$ cat src/rtl/audio_filt_pkg.sv
// Shared constants and helpers for the audio moving-average filter.
//   DEFAULT_W / DEFAULT_N / DEFAULT_CH : default sample width, log2 window depth, channel count
//   SEXT_MAX                           : widest value the sign-extension helper handles
//   sext(x, from_width)                : sign-extends the low from_width bits of x to SEXT_MAX bits
package audio_filt_pkg;

  localparam int DEFAULT_W  = 24;
  localparam int DEFAULT_N  = 3;
  localparam int DEFAULT_CH = 2;
  localparam int SEXT_MAX   = 64;

  // Callers cast the result down to the width they need.
  function automatic logic [SEXT_MAX-1:0] sext(input logic [SEXT_MAX-1:0] x,
                                               input int from_width);
    logic [SEXT_MAX-1:0] r;
    r = x;
    for (int i = 0; i < SEXT_MAX; i++) begin
      if (i >= from_width) begin
        r[i] = x[from_width-1];
      end else begin
        r[i] = x[i];
      end
    end
    return r;
  endfunction

endpackage

$ cat src/rtl/avg_window_ch.sv
// One channel of the boxcar filter: 2^N-deep sample history plus a
// full-precision running sum.
//   i_clk, i_rst : clock, synchronous active-high reset
//   i_clr        : synchronous flush of the running sum
//   i_we         : a sample is accepted this cycle
//   i_full       : window already holds 2^N samples, so the oldest one leaves
//   i_wr_ptr     : history slot holding the oldest sample / receiving the new one
//   i_x          : incoming sample (two's complement)
//   o_result     : window average for the sum that includes i_x (combinational)
module avg_window_ch
  import audio_filt_pkg::*;
#(
  parameter int W = DEFAULT_W,
  parameter int N = DEFAULT_N
) (
  input  logic         i_clk,
  input  logic         i_rst,
  input  logic         i_clr,
  input  logic         i_we,
  input  logic         i_full,
  input  logic [N-1:0] i_wr_ptr,
  input  logic [W-1:0] i_x,
  output logic [W-1:0] o_result
);

  localparam int DEPTH = 1 << N;
  localparam int SW    = W + N;

  logic [W-1:0]  r_buf [DEPTH];
  logic [SW-1:0] r_sum;
  logic [SW-1:0] w_x_ext;
  logic [SW-1:0] w_old_ext;
  logic [SW-1:0] w_sum_nxt;

  // Next running sum; the oldest sample only leaves once the window is full,
  // so stale history after reset/clear is never subtracted.
  always_comb begin
    w_x_ext = SW'(sext({{(SEXT_MAX-W){1'b0}}, i_x}, W));
    if (i_full) begin
      w_old_ext = SW'(sext({{(SEXT_MAX-W){1'b0}}, r_buf[i_wr_ptr]}, W));
    end else begin
      w_old_ext = {SW{1'b0}};
    end
    w_sum_nxt = r_sum + w_x_ext - w_old_ext;
    // Bits [W+N-1:N] are exactly sum >>> N; the range always fits in W bits.
    o_result  = W'(w_sum_nxt >> N);
  end

  // Running-sum register.
  always_ff @(posedge i_clk) begin
    if (i_rst) begin
      r_sum <= {SW{1'b0}};
    end else if (i_clr) begin
      r_sum <= {SW{1'b0}};
    end else if (i_we) begin
      r_sum <= w_sum_nxt;
    end else begin
      r_sum <= r_sum;
    end
  end

  // Sample history; the slot is read above before being overwritten here.
  always_ff @(posedge i_clk) begin
    if (i_rst) begin
      for (int i = 0; i < DEPTH; i++) begin
        r_buf[i] <= {W{1'b0}};
      end
    end else if (i_we) begin
      r_buf[i_wr_ptr] <= i_x;
    end
  end

endmodule

$ cat src/rtl/stereo_moving_avg.sv
// Multi-channel moving-average (boxcar) noise filter with valid/ready
// handshake, bypass and synchronous clear.
//   CLOCK_50  : clock (posedge)          reset     : synchronous, active-high
//   clear     : flush window state       bypass    : pass raw samples through
//   in_valid / in_ready / in_data        : input frame handshake, channel c at [c*W +: W]
//   out_valid / out_ready / out_data     : registered result frame handshake
//   fill_done : 2^N frames accepted since the last reset/clear
module stereo_moving_avg
  import audio_filt_pkg::*;
#(
  parameter int W  = DEFAULT_W,
  parameter int N  = DEFAULT_N,
  parameter int CH = DEFAULT_CH
) (
  input  logic          CLOCK_50,
  input  logic          reset,
  input  logic          clear,
  input  logic          bypass,
  input  logic          in_valid,
  output logic          in_ready,
  input  logic [CH*W-1:0] in_data,
  output logic          out_valid,
  input  logic          out_ready,
  output logic [CH*W-1:0] out_data,
  output logic          fill_done
);

  localparam logic [N:0] C_FULL = {1'b1, {N{1'b0}}};

  logic [N-1:0]    r_wr_ptr;
  logic [N:0]      r_count;
  logic            r_out_valid;
  logic [CH*W-1:0] r_out_data;
  logic            r_fill_done;

  logic            w_in_ready;
  logic            w_acc;
  logic            w_full;
  logic [N-1:0]    w_wr_ptr_nxt;
  logic [N:0]      w_count_nxt;
  logic [CH*W-1:0] w_result;
  logic [CH*W-1:0] w_frame_nxt;

  // Handshake, fill tracking and output frame selection.
  always_comb begin
    w_in_ready   = ~clear & (~r_out_valid | out_ready);
    w_acc        = in_valid & w_in_ready;
    w_full       = (r_count == C_FULL);
    w_wr_ptr_nxt = r_wr_ptr;
    w_count_nxt  = r_count;
    if (clear) begin
      w_wr_ptr_nxt = {N{1'b0}};
      w_count_nxt  = {(N+1){1'b0}};
    end else if (w_acc) begin
      w_wr_ptr_nxt = r_wr_ptr + N'(1);
      if (w_full) begin
        w_count_nxt = r_count;
      end else begin
        w_count_nxt = r_count + (N+1)'(1);
      end
    end else begin
      w_wr_ptr_nxt = r_wr_ptr;
      w_count_nxt  = r_count;
    end
    if (bypass) begin
      w_frame_nxt = in_data;
    end else begin
      w_frame_nxt = w_result;
    end
  end

  genvar c;
  generate
    for (c = 0; c < CH; c++) begin : g_ch
      avg_window_ch #(.W(W), .N(N)) u_ch (
        .i_clk    (CLOCK_50),
        .i_rst    (reset),
        .i_clr    (clear),
        .i_we     (w_acc),
        .i_full   (w_full),
        .i_wr_ptr (r_wr_ptr),
        .i_x      (in_data[c*W +: W]),
        .o_result (w_result[c*W +: W])
      );
    end
  endgenerate

  // Window pointer, fill count and fill flag; fill_done tracks the count
  // after this cycle's accept so it rises together with the 2^N-th result.
  always_ff @(posedge CLOCK_50) begin
    if (reset) begin
      r_wr_ptr    <= {N{1'b0}};
      r_count     <= {(N+1){1'b0}};
      r_fill_done <= 1'b0;
    end else begin
      r_wr_ptr    <= w_wr_ptr_nxt;
      r_count     <= w_count_nxt;
      r_fill_done <= (w_count_nxt == C_FULL);
    end
  end

  // Output register; clear leaves a pending frame untouched.
  always_ff @(posedge CLOCK_50) begin
    if (reset) begin
      r_out_valid <= 1'b0;
      r_out_data  <= {(CH*W){1'b0}};
    end else if (w_acc) begin
      r_out_valid <= 1'b1;
      r_out_data  <= w_frame_nxt;
    end else if (r_out_valid && out_ready) begin
      r_out_valid <= 1'b0;
      r_out_data  <= r_out_data;
    end else begin
      r_out_valid <= r_out_valid;
      r_out_data  <= r_out_data;
    end
  end

  assign in_ready  = w_in_ready;
  assign out_valid = r_out_valid;
  assign out_data  = r_out_data;
  assign fill_done = r_fill_done;

endmodule

$ cat config.mk
export PLATFORM = sky130hd
export DESIGN_NAME = stereo_moving_avg
export DESIGN_NICKNAME = d
export VERILOG_FILES = /design/src/rtl/audio_filt_pkg.sv /design/src/rtl/avg_window_ch.sv /design/src/rtl/stereo_moving_avg.sv
export SDC_FILE = /design/constraint.sdc
export NUM_CORES = 1
export LEC_CHECK = 0
export ABC_AREA = 0
export ABC_CLOCK_PERIOD_IN_PS = 7800
export CAP_MARGIN = 20
export CORE_MARGIN = 1
export CORE_UTILIZATION = 50
export CTS_CLUSTER_SIZE = 20
export DETAILED_ROUTE_END_ITERATION = 8
export PLACE_DENSITY = 0.77
export SLEW_MARGIN = 20
export SYNTH_ARGS = -nofsm -noshare
export SYNTH_HDL_FRONTEND = slang
export SYNTH_HIERARCHICAL = 1
export SYNTH_SLANG_ARGS = --single-unit
export TNS_END_PERCENT = 1
$ cat constraint.sdc
create_clock -name CLOCK_50 -period 7.8 [get_ports CLOCK_50]
set_input_delay 0.78 -clock CLOCK_50 [delete_from_list [all_inputs] [get_ports CLOCK_50]]
set_output_delay 0.78 -clock CLOCK_50 [all_outputs]
set_load 0.03 [all_outputs]
Yosys cells after proc, flatten, opt, wreduce, memory -nomap -nowiden
Memory sizes are Yosys's and may differ from the RTL's. A register that Yosys moved wholly into a read port is not among the register bits.
Index checks and enable logic that the tools add are counted.

storage, ports and cells
  word-level logic and storage cells = 50
  memories = 2
  register bits after elaboration = 111
  output and inout port bits = 51
  memory bits (writable) = 384
  bits of input ports = 54

operators by class
  add/subtract/negate cells = 6
  reductions and logical operators = 5
  eq/ne operators = 2
  bitwise logic cells = 5
  muxes and demuxes = 23

memories
  name                words  bits a word  read ports  clocked after Yosys merged registers in  write ports  line                 text
  g_ch[0].u_ch.r_buf  8      24           1           1                                        8            avg_window_ch.sv:29  logic [W-1:0] r_buf [DEPTH];
  g_ch[1].u_ch.r_buf  8      24           1           1                                        8            avg_window_ch.sv:29

operator list
  kind                   count
  $add A27 B27 Y27       2
  $mux W27               2
  $sub A27 B27 Y27       2
  $mux W24               2
  $mux W48               1
  $reduce_or A24 Y1      2
  $mux W3                6
  $mux W4                3
  $mux W1                9
  $eq A4 B4 Y1 const B   2
  $add A4 B1 Y4 const B  1
  $add A3 B1 Y3 const B  1
  $and A1 B1 Y1          2
  $not A1 Y1             2
  $reduce_bool A2 Y1     1
  $reduce_or A2 Y1       1
  $logic_and A1 B1 Y1    1
  $or A1 B1 Y1           1

Longest topological paths before layout
Gate-level depths: netlist of the first run.

  depth after elaboration = 9
  gate-level depth with buffers = 21
  mapped depth without buffers = 19

Hierarchy
Netlist of the first run, hierarchy kept.

by module, submodules not included
  module                         seq. area each (um^2)  times used  cells each  area an instance (um^2)
  avg_window_ch at g_ch[1].u_ch  6306.0                 1           1092        11912.7
  avg_window_ch at g_ch[0].u_ch  6306.0                 1           1047        11609.9
  stereo_moving_avg              1141.1                 1           266         2558.7

Least setup slack after synthesis of the first run
No wires, ideal clock.

  kind = flip-flop to flip-flop
  from = reg r_wr_ptr[2] (netlist name)
  to = reg r_out_data[45], in the netlist out_data[45]
  clock period less this slack = 4.435 ns
  required time = 7.714 ns
  arrival = 4.349 ns
  setup slack = 3.365 ns
  stages on the path, launching flop included = 21
  library setup time = 0.086 ns
  buffers on the path = 4
  cells stage by stage = dfxtp_1 clkbuf_1 and3b_1 clkbuf_1 clkbuf_1 a22o_1 a221oi_1 a31oi_1 ha_1 inv_1 ha_1 fa_1 a21o_1 a221o_2 a2111oi_4 nor2_1 a31oi_1 xnor2_1 buf_4 mux2i_1 a211oi_1

RTL lines
  element               line                      text
  to (signal assigned)  stereo_moving_avg.sv:106  r_out_data <= {(CH*W){1'b0}};
  to (signal assigned)  stereo_moving_avg.sv:109  r_out_data <= w_frame_nxt;
  to (signal assigned)  stereo_moving_avg.sv:112  r_out_data <= r_out_data;
  to (decl)             stereo_moving_avg.sv:33   logic [CH*W-1:0] r_out_data;

==> results of run 1 <==
worst min-delay path by stage:
stage | start | to | slack [ns] | cells after the start
2_1_floorplan | g_ch[0].u_ch/r_sum[25]$_SDFFE_PP0P_ | g_ch[0].u_ch/r_sum[25]$_SDFFE_PP0P_ | 0.43 | 2
3_3_place_gp | g_ch[0].u_ch/r_sum[25]$_SDFFE_PP0P_ | g_ch[0].u_ch/r_sum[25]$_SDFFE_PP0P_ | 0.44 | 2
3_5_place_dp | g_ch[1].u_ch/r_sum[7]$_SDFFE_PP0P_ | g_ch[1].u_ch/r_sum[7]$_SDFFE_PP0P_ | 0.46 | 2
4_1_cts | g_ch[1].u_ch/r_sum[7]$_SDFFE_PP0P_ | g_ch[1].u_ch/r_sum[7]$_SDFFE_PP0P_ | 0.47 | 2
5_1_grt | g_ch[1].u_ch/r_sum[7]$_SDFFE_PP0P_ | g_ch[1].u_ch/r_sum[7]$_SDFFE_PP0P_ | 0.48 | 2
6_report | g_ch[0].u_ch/r_sum[25]$_SDFFE_PP0P_ | g_ch[0].u_ch/r_sum[25]$_SDFFE_PP0P_ | 0.46 | 2
worst reg2reg max path, cell delays in order (launching register included):
cell                       delay [ns]
sky130_fd_sc_hd__dfxtp_1         0.83
sky130_fd_sc_hd__and3b_1         0.27
sky130_fd_sc_hd__buf_4           0.25
sky130_fd_sc_hd__a22o_1          0.29
sky130_fd_sc_hd__a221oi_1        0.28
sky130_fd_sc_hd__a31oi_1         0.18
sky130_fd_sc_hd__fa_1            0.54
sky130_fd_sc_hd__inv_1           0.04
sky130_fd_sc_hd__ha_1            0.54
sky130_fd_sc_hd__nand4_1         0.26
sky130_fd_sc_hd__or3_1           0.46
sky130_fd_sc_hd__or3_1           0.39
sky130_fd_sc_hd__o22a_1          0.24
sky130_fd_sc_hd__nand3_1         0.12
sky130_fd_sc_hd__xor2_1          0.18
sky130_fd_sc_hd__mux2i_1         0.09
sky130_fd_sc_hd__a211oi_1        0.24
report_power, final:
group	leakage [nW]	internal, mW	switching (mW)
Sequential	4.88	2.95	0.0486
Clock	0.814	1.40	1.06
Combinational	4.48	0.349	0.653
placed cells by master, fill, tap and decap left out, drive strengths merged, types with 62 or more instances in the layout:
cell type / instances
a22oi: 113
dfxtp: 111
clkdlybuf4s50: 102
clkbuf: 67
inv: 176
clkinv: 62
nor3: 307
edfxtp: 384
nor2: 137
and2: 101
mux2i: 71
a211oi: 63
nand2: 64
registers in the layout, summed over array words and instances, names as in the netlist:
name             flops
out_valid            1
r_wr_ptr             3
r_count              4
out_data            48
g_ch.u_ch/r_sum     54
fill_done            1
g_ch.u_ch/r_buf    384
cell type report:
cell class                      instances  area, um2  share of cell area
Sequential cell                       495      13800               0.475
Inverter                              217        815              0.0282
Multi-Input combinational cell       1478      10600               0.365
Clock buffer                           67       1400              0.0483
Clock inverter                         28        279             0.00965
Timing Repair Buffer                  133       1260              0.0437
Tap cell                              680        851              0.0294
cells by family after synthesis:
group / count (synthesis)
adders and majority gates: 111
buffers and inverters: 432
muxes: 71
xor gates and xnor gates: 53
AOI/OAI and AO/OA: 492
DFF: 495
and+or+nand+nor: 751
layer usage:
| layer | global-route usage | routed length, um | part of all wire | up-vias |
|---|---|---|---|---|
| met1 | 0.352 | 28900 | 0.38 | 9626 |
| met5 | 0 | 0 | 0 | - |
| met2 | 0.468 | 36200 | 0.48 | 1153 |
| met3 | 0.0405 | 6410 | 0.085 | 231 |
| met4 | 0.160 | 4240 | 0.056 | 0 |
| li1 | - | - | - | 8734 |
stage by stage:
step | setup WS [ns] | total power [mW] | hold WS (ns)
2_1_floorplan | 3.37 | 3.82 | 0.425
3_3_place_gp | 2.76 | 4.01 | 0.445
3_5_place_dp | 2.63 | 4.03 | 0.456
4_1_cts | 2.64 | 6.46 | 0.465
5_1_grt | 2.29 | 6.65 | 0.485
6_report | 2.51 | 6.46 | 0.462
==> metrics.md, run 1 <==
| Metric | Value |
|---|---|
| Startpoint of the worst register-to-register path | `r_wr_ptr[2]$_SDFFE_PP0N_` |
| TritonCTS Buffers | `51` |
| Achievable frequency | `189 MHz` |
| Combinational family with the most area after synthesis | `simple AND/OR/NAND/NOR gates` |
| Number of antenna diodes | `0` |
| Number of distinct library cells after synthesis | `87` |
| Drt pass-1 iters | `8` |
| Detail Route Antenna Nets | `0` |
| Post-route DRC | `0` |
| Via Count | `19744` |
| Buffer and inverter count on the worst path | `2` |
| Number of nets in the synthesized netlist | `2570` |
| Required time of the critical path | `8.33 ns` |
| # rows | `83` |
| Post-Syn Area per Cell | `10.8 um2` |
| Post-detailed-routing wire length | `75800 um` |
| Floorplan die area | `53100 um2` |
| Complex-gate fraction of the synthesized area | `0.140` |
| RSZ-0062 raised after global routing | `no` |
| CTS HTree Levels | `2` |
| Post-synthesis adder-cell area fraction | `0.0682` |
| Antenna violations before repair | `0` |
| Clock network latency to the later pin of the worst-skew pair | `0.62 ns` |
| Async SR Flop Fraction | `0` |
| Fill cell total of the finished layout | `4253` |
| Buffers added on ports | `104` |
| Kind of cell adding the most delay to the critical path | `simple AND/OR/NAND/NOR gates` |
| Shortest period the worst path allows | `5.29 ns` |
| Most numerous cell in the Yosys netlist | `sky130_fd_sc_hd__edfxtp_1` |
| Final core utilization | `0.563` |
| Placeable core region | `51400 um2` |
| Yosys warnings | `6` |
| Global Route Usage Sum | `0.281` |
| Worst clock skew | `0.0218 ns` |
| Cell Pwr Density | `223 nW/um2` |
| Top-Level Pins | `105` |
| Cell area after layout | `28900 um2` |
| Placement-stage cell area | `27200 um2` |
| Critical path type | `flip-flop to flip-flop` |
| CP endpoint | `out_data[46]$_SDFFE_PP0N_` |
| Overflow left after global routing | `0` |
| Slew margin rel. | `0.222` |
| Cell-by-cell listing of the critical path | `and3b_1, buf_4, a22o_1, a221oi_1, a31oi_1, fa_1, inv_1, ha_1, nand4_1, or3_1, or3_1, o22a_1, nand3_1, xor2_1, mux2i_1, a211oi_1` |
| Multiplexer share of the synthesized area | `0.0272` |
| Share of the cycle needed by the critical path after routing | `0.678` |
| Flop and latch count out of synthesis | `495` |
| HPWL after detailed placement | `47500 um` |
| Leading cell types by total area after synthesis | `sky130_fd_sc_hd__edfxtp_1, sky130_fd_sc_hd__dfxtp_1, sky130_fd_sc_hd__nor3_1` |
| Crit path launch type | `flip-flop` |
| Clock sink count | `495` |
| Result of the run | `finished clean` |
| Post-synth top flop | `sky130_fd_sc_hd__edfxtp_1` |
| Area of the mapped netlist | `26100 um2` |
| Height of the chip | `230 um` |
| Maximum cell stage delay along the critical path | `0.83 ns` |
| Yosys top cell by area | `sky130_fd_sc_hd__edfxtp_1` |
| Share of cells above drive strength 1 | `0.0674` |
| Effective utilization at floorplan | `0.507` |
| Buffer cell driving the clock tree root | `sky130_fd_sc_hd__clkbuf_16` |
| Number of instances in the placed design | `3003` |
| Final-stage net count | `2541` |
| Standby leakage power | `10.2 nW` |
| Final hold viol count | `0` |
| Area growth, synth to finish | `10.9%` |
| Sum Neg Setup Slack | `0 ns` |
| Number of pins exceeding their max-slew limit in the final report | `0` |
| Routed wire length per instance | `24.5 um` |
| Worst hold path type | `flip-flop to flip-flop` |
| X dimension of the die | `230 um` |
| Transition time at the pin with the least slew margin | `1.17 ns` |
| Crit path from | `r_wr_ptr[2]$_SDFFE_PP0N_` |
| Cell with the biggest individual delay on the critical path | `sky130_fd_sc_hd__dfxtp_1` |
| Most used standard cells in the synthesized netlist | `sky130_fd_sc_hd__edfxtp_1, sky130_fd_sc_hd__nor3_1, sky130_fd_sc_hd__inv_1, sky130_fd_sc_hd__nor2_1, sky130_fd_sc_hd__clkbuf_1` |
| Final Setup Violations | `0` |
| Largest vdd supply drop | `0.206 mV` |
| Cell type with the highest occurrence count on the critical path | `sky130_fd_sc_hd__or3_1` |
| Cell depth of the worst setup path | `16` |
| Post_cts resized | `0` |
| Arrival @ worst endpoint | `5.82 ns` |
| Portion of the post-synthesis area used by sequential elements | `0.527` |
| Setup slack of the most critical reg-to-reg path | `2.51 ns` |
| Count of placed standard cells in the final layout, fillers left out | `3098` |
| Worst Reg2Reg Path Length in Cells | `16` |
| RD Place Congestion | `0.924` |
| Global-route wire length before repair | `114000 um` |
| Worst setup EP type | `flip-flop` |
| Fraction of synthesized cell area in xor and xnor cells | `0.0183` |
| Share of the synthesized area in the top cell type | `0.442` |
| Fraction of the mapped netlist area in simple logic gates | `0.148` |
| Pin count of the biggest net entering global routing | `122` |
| Drt first-iter violations | `2188` |
| TritonCTS clock tree | `built` |
| Number of max-cap violations | `0` |
| Critical register-to-register path endpoint | `out_data[46]$_SDFFE_PP0N_` |
| Hold buffers post-CTS | `0` |
| Number of post-CTS setup repair buffers | `0` |
| Via count of the first global-routing pass | `19412` |
| Max Buffers Root-to-Sink | `3` |
| Cell count after synthesis | `2405` |
| Post-CTS clock slew at the launch and capture registers of the worst setup and hold paths | `0.06 ns` |
| CP max FO | `25` |
| Number of enable flip-flop cells after synthesis | `384` |
| Number of vias per cell | `6.37` |
Note: power is estimated with default switching activity, not from simulation.
==> run 2, diff against run 1 <==
- ABC_CLOCK_PERIOD_IN_PS: 7800 -> 4900
- clock period: 7.8 -> 4.9 ns (I/O delays scaled with it)
==> run 2 against run 1 <==
Effect of this change: global-route usage up 1.7 points; final area up 2.8%; total power up 64%; flip-flop and latch count unchanged; critical endpoint is now out_data[40]$_SDFFE_PP0N_; largest cell class unchanged; highest routed layer unchanged.
==> metrics.md, run 2 (synthesis results as in run 1) <==
| Metric | Value |
|---|---|
| Buffers added on ports | `104` |
| Clock sink count | `495` |
| Routed wire length per instance | `25.1 um` |
| Worst hold path type | `flip-flop to flip-flop` |
| Hold path cells | `2` |
| Global-route wire length before repair | `120000 um` |
| Count of placed standard cells in the final layout, fillers left out | `3174` |
| RD Place Congestion | `0.904` |
| Transition time at the pin with the least slew margin | `1.25 ns` |
| Cell Pwr Density | `356 nW/um2` |
| Largest Register | `g_ch.u_ch/r_buf` |
| Share of the cycle needed by the critical path after routing | `0.962` |
| Worst clock skew | `0.0198 ns` |
| Worst Reg2Reg Path Length in Cells | `18` |
| Result of the run | `finished clean` |
| Setup slack of the most critical reg-to-reg path | `0.19 ns` |
| Largest vdd supply drop | `0.250 mV` |
| Most frequent cells in the layout | `sky130_fd_sc_hd__edfxtp_1, sky130_fd_sc_hd__nor3_1, sky130_fd_sc_hd__inv_1` |
| Drt first-iter violations | `2345` |
| Critical path type | `flip-flop to flip-flop` |
| Detail Route Antenna Nets | `0` |
| Required time of the critical path | `5.35 ns` |
| Final Setup Violations | `0` |
| CP max FO | `8` |
| Worst Hold Launch | `g_ch[1].u_ch/r_sum[9]$_SDFFE_PP0P_` |
| Worst setup EP type | `flip-flop` |
| Critical register-to-register path endpoint | `out_data[40]$_SDFFE_PP0N_` |
| Cell-by-cell listing of the critical path | `inv_1, ha_1, nand3b_1, inv_2, inv_1, buf_4, a31oi_1, fa_1, inv_1, ha_1, a21oi_1, nor2_1, nor2_1, a21oi_1, or3_1, and2_1, mux2i_1, a211oi_1` |
| Hold buffers post-CTS | `0` |
| X dimension of the die | `230 um` |
| Post-CTS clock slew at the launch and capture registers of the worst setup and hold paths | `0.06 ns` |
| Top-Level Pins | `105` |
| Floorplan die area | `53100 um2` |
| Achievable frequency | `212 MHz` |
| Post-detailed-routing wire length | `79600 um` |
| Clock network latency to the later pin of the worst-skew pair | `0.62 ns` |
| Placement-stage cell area | `27900 um2` |
| Crit path launch type | `flip-flop` |
| Drt pass-1 iters | `6` |
| Number of flip-flops under the largest register name | `384` |
| Arrival @ worst endpoint | `5.17 ns` |
| Post-route DRC | `0` |
| TritonCTS Buffers | `52` |
| Placeable core region | `51400 um2` |
| RSZ-0062 raised after global routing | `no` |
| Startpoint of the worst register-to-register path | `r_count[0]$_SDFF_PP0_` |
| Final hold viol count | `0` |
| Global Route Usage Sum | `0.298` |
| Antenna violations before repair | `1` |
| Maximum cell stage delay along the critical path | `0.51 ns` |
| Cell area after layout | `29700 um2` |
| Hold Path End | `g_ch[1].u_ch/r_sum[9]$_SDFFE_PP0P_` |
| Area growth, synth to finish | `14.0%` |
| Buffer cell driving the clock tree root | `sky130_fd_sc_hd__clkbuf_16` |
| # rows | `83` |
| Height of the chip | `230 um` |
| Number of vias per cell | `6.39` |
| Max Buffers Root-to-Sink | `3` |
| Final-stage net count | `2614` |
| Overflow left after global routing | `0` |
| HPWL after detailed placement | `51000 um` |
| Standby leakage power | `10.6 nW` |
| Effective utilization at floorplan | `0.507` |
| Via count of the first global-routing pass | `20313` |
| CTS HTree Levels | `2` |
| Cell with the biggest individual delay on the critical path | `sky130_fd_sc_hd__fa_1` |
| Via Count | `20275` |
| Cell type with the highest occurrence count on the critical path | `sky130_fd_sc_hd__inv_1` |
| Sum Neg Setup Slack | `0 ns` |
| TritonCTS clock tree | `built` |
| Shortest period the worst path allows | `4.71 ns` |
| Pin count of the biggest net entering global routing | `113` |
| Most common library cell in the layout ignoring fill and taps | `sky130_fd_sc_hd__edfxtp_1` |
| Share of cells above drive strength 1 | `0.0987` |
| Number of max-cap violations | `0` |
| Number of pins exceeding their max-slew limit in the final report | `0` |
| Slew margin rel. | `0.162` |
| Final core utilization | `0.578` |
| Number of instances in the placed design | `3072` |
[run 2: per-layer routing]
metal	vias to the layer above	share of wire	track usage	wire, um
met3	244	0.091	0.0420	7230
met4	0	0.059	0.172	4700
met1	9901	0.37	0.375	29800
met2	1225	0.48	0.493	37900
met5	-	0	0	0
li1	8905	-	-	-
[run 2: per-stage QoR]
step                      hold slack, ns  setup slack, ns  power, mW
final                              0.471            0.186       10.6
after global routing               0.488          0.00153       10.9
after CTS                          0.470          0.00737       10.6
after floorplan                    0.425            0.465       6.08
after global placement             0.453            0.175       6.46
after detailed placement           0.460           0.0849       6.48
[run 2: critical path: cells and delay by family (launching register included)]
kind,cells,cell delay [ns]
simple gates,5,1.15
fa+ha+maj,3,1.12
buf+inv,5,0.84
compound gates,4,0.79
flops,1,0.40
mux,1,0.23
[run 2: how the worst max path moves through the flow]
| stage | from | to | slack [ns] | cells past startpoint |
|---|---|---|---|---|
| 4_1_cts | r_count[0]$_SDFF_PP0_ | out_data[21]$_SDFFE_PP0N_ | 0.007 | 19 |
| 2_1_floorplan | r_wr_ptr[2]$_SDFFE_PP0N_ | out_data[45]$_SDFFE_PP0N_ | 0.47 | 20 |
| 6_report | r_count[0]$_SDFF_PP0_ | out_data[40]$_SDFFE_PP0N_ | 0.19 | 18 |
| 3_3_place_gp | r_count[0]$_SDFF_PP0_ | out_data[21]$_SDFFE_PP0N_ | 0.18 | 19 |
| 5_1_grt | r_wr_ptr[2]$_SDFFE_PP0N_ | out_data[46]$_SDFFE_PP0N_ | 0.002 | 18 |
| 3_5_place_dp | r_wr_ptr[1]$_SDFFE_PP0N_ | out_data[21]$_SDFFE_PP0N_ | 0.08 | 18 |
[run 2: cell type report]
type | instances | area [um2]
fillers | 4139 | 21700
flip-flops and latches | 495 | 13800
multi-input cells | 1478 | 10600
repair buffers | 205 | 1920
clock buffers | 65 | 1380
well taps | 680 | 851
inverters | 217 | 818
clock inverters | 33 | 392
diodes | 1 | 2.50
[run 2: where the power goes]
group	switching (mW)	total, mW	internal (mW)
Combinational	1.08	1.69	0.608
Sequential	0.0799	4.77	4.69
Clock	1.71	4.14	2.43
[run 2: timing repair]
action                                  in CTS  in global routing
setup buffers                                0                  3
endpoints found under the setup margin       0                 17
resized for setup                            0                 12
==> run 3, diff against run 2 <==
- CORE_UTILIZATION: 50 -> 62
- PLACE_DENSITY: 0.77 -> 0.9
==> run 3 against run 2 <==
Effect of this change: first-iteration DRC count increased by 22%; final area decreased by 1.6%; highest routed layer unchanged; the run now ends with design-rule violations left; non-clock buffer count decreased by 17; sequential share of layout area increased by 0.75 points; largest power group unchanged; flip-flop and latch count unchanged; sequential power about the same; global-route usage increased by 6.0 points; utilization increased by 13 points; critical endpoint is now out_data[20]$_SDFFE_PP0N_; die area decreased by 19%; clock skew increased by 0.0032 ns.
==> metrics.md, run 3 (synthesis results as in run 1) <==
| Metric | Value |
|---|---|
| Global Route Usage Sum | `0.358` |
| Result of the run | `finished, violations left` |
| HPWL after detailed placement | `49900 um` |
| Post-CTS clock slew at the launch and capture registers of the worst setup and hold paths | `0.06 ns` |
| Hold Path End | `out_valid$_SDFFE_PP0P_` |
| Sum Neg Setup Slack | `0 ns` |
| Number of post-CTS setup repair buffers | `0` |
| Fill cell total of the finished layout | `2697` |
| Share of the cycle needed by the critical path after routing | `0.961` |
| Global-route wire length before repair | `117000 um` |
| Largest vdd supply drop | `0.292 mV` |
| Startpoint of the worst register-to-register path | `r_wr_ptr[1]$_SDFFE_PP0N_` |
| Clock network latency to the later pin of the worst-skew pair | `0.63 ns` |
| Post-detailed-routing wire length | `77300 um` |
| Most common library cell in the layout ignoring fill and taps | `sky130_fd_sc_hd__edfxtp_1` |
| Antenna violations before repair | `0` |
| Number of flip-flops under the largest register name | `384` |
| Most frequent cells in the layout | `sky130_fd_sc_hd__edfxtp_1, sky130_fd_sc_hd__nor3_1, sky130_fd_sc_hd__inv_1` |
| Area growth, synth to finish | `12.2%` |
| Required time of the critical path | `5.42 ns` |
| Largest Register | `g_ch.u_ch/r_buf` |
| Crit path launch type | `flip-flop` |
| Overflow left after global routing | `0` |
| Floorplan die area | `42900 um2` |
| Effective utilization at floorplan | `0.633` |
| CP max FO | `25` |
| Violations in the final reports | `design-rule violations` |
| Placement-stage cell area | `27600 um2` |
| Final Setup Violations | `0` |
| Worst setup EP type | `flip-flop` |
| Number of antenna diodes | `0` |
| Critical register-to-register path endpoint | `out_data[20]$_SDFFE_PP0N_` |
| Number of max-cap violations | `0` |
| Drt pass-1 iters | `9` |
| RD Place Congestion | `1.00` |
| Achievable frequency | `212 MHz` |
| TritonCTS Buffers | `50` |
| Pin count of the biggest net entering global routing | `113` |
| Via Count | `20507` |
| Worst Hold Launch | `reset` |
| Slew margin rel. | `0.245` |
| Critical path type | `flip-flop to flip-flop` |
| Hold buffers post-CTS | `0` |
| X dimension of the die | `207 um` |
| Placeable core region | `41200 um2` |
| Post-route DRC | `4` |
| # rows | `74` |
| Routed wire length per instance | `25.7 um` |
| Worst Reg2Reg Path Length in Cells | `18` |
| Post_cts resized | `0` |
| Number of vias per cell | `6.83` |
| Transition time at the pin with the least slew margin | `1.13 ns` |
| Standby leakage power | `10.4 nW` |
| Buffers added on ports | `104` |
| TritonCTS clock tree | `built` |
| Worst clock skew | `0.0229 ns` |
| Share of cells above drive strength 1 | `0.0894` |
| Worst hold path type | `primary input to flip-flop` |
| Clock sink count | `495` |
| Drt first-iter violations | `2872` |
| Final hold viol count | `0` |
| Number of pins exceeding their max-slew limit in the final report | `0` |
| Height of the chip | `207 um` |
| Cell area after layout | `29300 um2` |
| Final-stage net count | `2595` |
| Cell Pwr Density | `348 nW/um2` |
| Arrival @ worst endpoint | `5.22 ns` |
| Setup slack of the most critical reg-to-reg path | `0.19 ns` |
| Detail Route Antenna Nets | `0` |
| Buffer cell driving the clock tree root | `sky130_fd_sc_hd__clkbuf_16` |
| Shortest period the worst path allows | `4.71 ns` |
| CTS HTree Levels | `2` |
| Top-Level Pins | `105` |
| Max Buffers Root-to-Sink | `3` |
| RSZ-0062 raised after global routing | `no` |
| Via count of the first global-routing pass | `20474` |
| Hold path cells | `2` |
run 3: cell count changes in the layout (fill, tap and decap cells not counted), moves of 2 or more:
cell                        delta
sky130_fd_sc_hd__buf_4        -22
sky130_fd_sc_hd__bufinv_16     -5
sky130_fd_sc_hd__buf_12        +4
sky130_fd_sc_hd__clkbuf_16     -3
sky130_fd_sc_hd__clkinv_2      +2
sky130_fd_sc_hd__clkinv_4      +2
sky130_fd_sc_hd__nor2_2        -2
run 3: cell type report:
class | instances | area (um2) | share of cell area
sequential | 495 | 13800 | 0.470
multi-input combinational | 1478 | 10600 | 0.362
timing repair buffer | 188 | 1840 | 0.0628
clock buffer | 62 | 1300 | 0.0443
inverter | 217 | 818 | 0.0280
tap | 532 | 666 | 0.0228
clock inverter | 32 | 283 | 0.00967
run 3: worst max-delay path by stage:
stage / slack (ns) / depth (start not counted) / to / startpoint
6_report: 0.19 / 18 / out_data[20]$_SDFFE_PP0N_ / r_wr_ptr[1]$_SDFFE_PP0N_
5_1_grt: 0.007 / 17 / out_data[47]$_SDFFE_PP0N_ / r_wr_ptr[0]$_SDFFE_PP0N_
4_1_cts: 0.1 / 18 / out_data[18]$_SDFFE_PP0N_ / r_wr_ptr[1]$_SDFFE_PP0N_
3_5_place_dp: 0.21 / 16 / out_data[45]$_SDFFE_PP0N_ / r_wr_ptr[0]$_SDFFE_PP0N_
3_3_place_gp: 0.28 / 19 / out_data[23]$_SDFFE_PP0N_ / r_wr_ptr[0]$_SDFFE_PP0N_
2_1_floorplan: 0.47 / 20 / out_data[45]$_SDFFE_PP0N_ / r_wr_ptr[2]$_SDFFE_PP0N_
run 3: metrics by stage:
| step | std cells | total power [mW] | util | hold slack, ns | setup slack, ns |
|---|---|---|---|---|---|
| 6_report | 3004 | 10.2 | 0.710 | 0.366 | 0.192 |
| 5_1_grt | 3004 | 10.5 | 0.710 | 0.386 | 0.00674 |
| 4_1_cts | 3004 | 10.1 | 0.709 | 0.343 | 0.0956 |
| 3_5_place_dp | 2910 | 6.46 | 0.671 | 0.454 | 0.206 |
| 3_3_place_gp | 2910 | 6.41 | 0.671 | 0.453 | 0.281 |
| 2_1_floorplan | 2405 | 6.08 | - | 0.425 | 0.465 |
run 3: worst max-delay path: stages, from the launching register on:
cell and delay [ns]:
sky130_fd_sc_hd__dfxtp_2 0.46, sky130_fd_sc_hd__buf_4 0.24, sky130_fd_sc_hd__nor3b_2 0.08, sky130_fd_sc_hd__buf_12 0.17
sky130_fd_sc_hd__a22o_1 0.25, sky130_fd_sc_hd__a221oi_1 0.30, sky130_fd_sc_hd__a31oi_1 0.23, sky130_fd_sc_hd__fa_1 0.57
sky130_fd_sc_hd__inv_1 0.07, sky130_fd_sc_hd__ha_1 0.38, sky130_fd_sc_hd__and2_1 0.17, sky130_fd_sc_hd__nand3_1 0.08
sky130_fd_sc_hd__o21bai_1 0.23, sky130_fd_sc_hd__and2_4 0.21, sky130_fd_sc_hd__or4_4 0.51, sky130_fd_sc_hd__nand2_1 0.11
sky130_fd_sc_hd__xor2_1 0.15, sky130_fd_sc_hd__mux2i_1 0.09, sky130_fd_sc_hd__a211oi_1 0.28
run 3: power breakdown:
part / internal, mW / total [mW] / switching, mW
Combinational: 0.604 / 1.67 / 1.06
Sequential: 4.69 / 4.77 / 0.0821
Clock: 2.06 / 3.74 / 1.68
Total: 7.35 / 10.2 / 2.83
run 3: layer usage:
| layer | vias up | routed length, um | GRT usage |
|---|---|---|---|
| li1 | 8852 | - | - |
| met1 | 9763 | 27100 | 0.436 |
| met2 | 1566 | 36500 | 0.585 |
| met3 | 326 | 8540 | 0.0741 |
| met4 | 0 | 5140 | 0.227 |
| met5 | - | 0 | 0 |
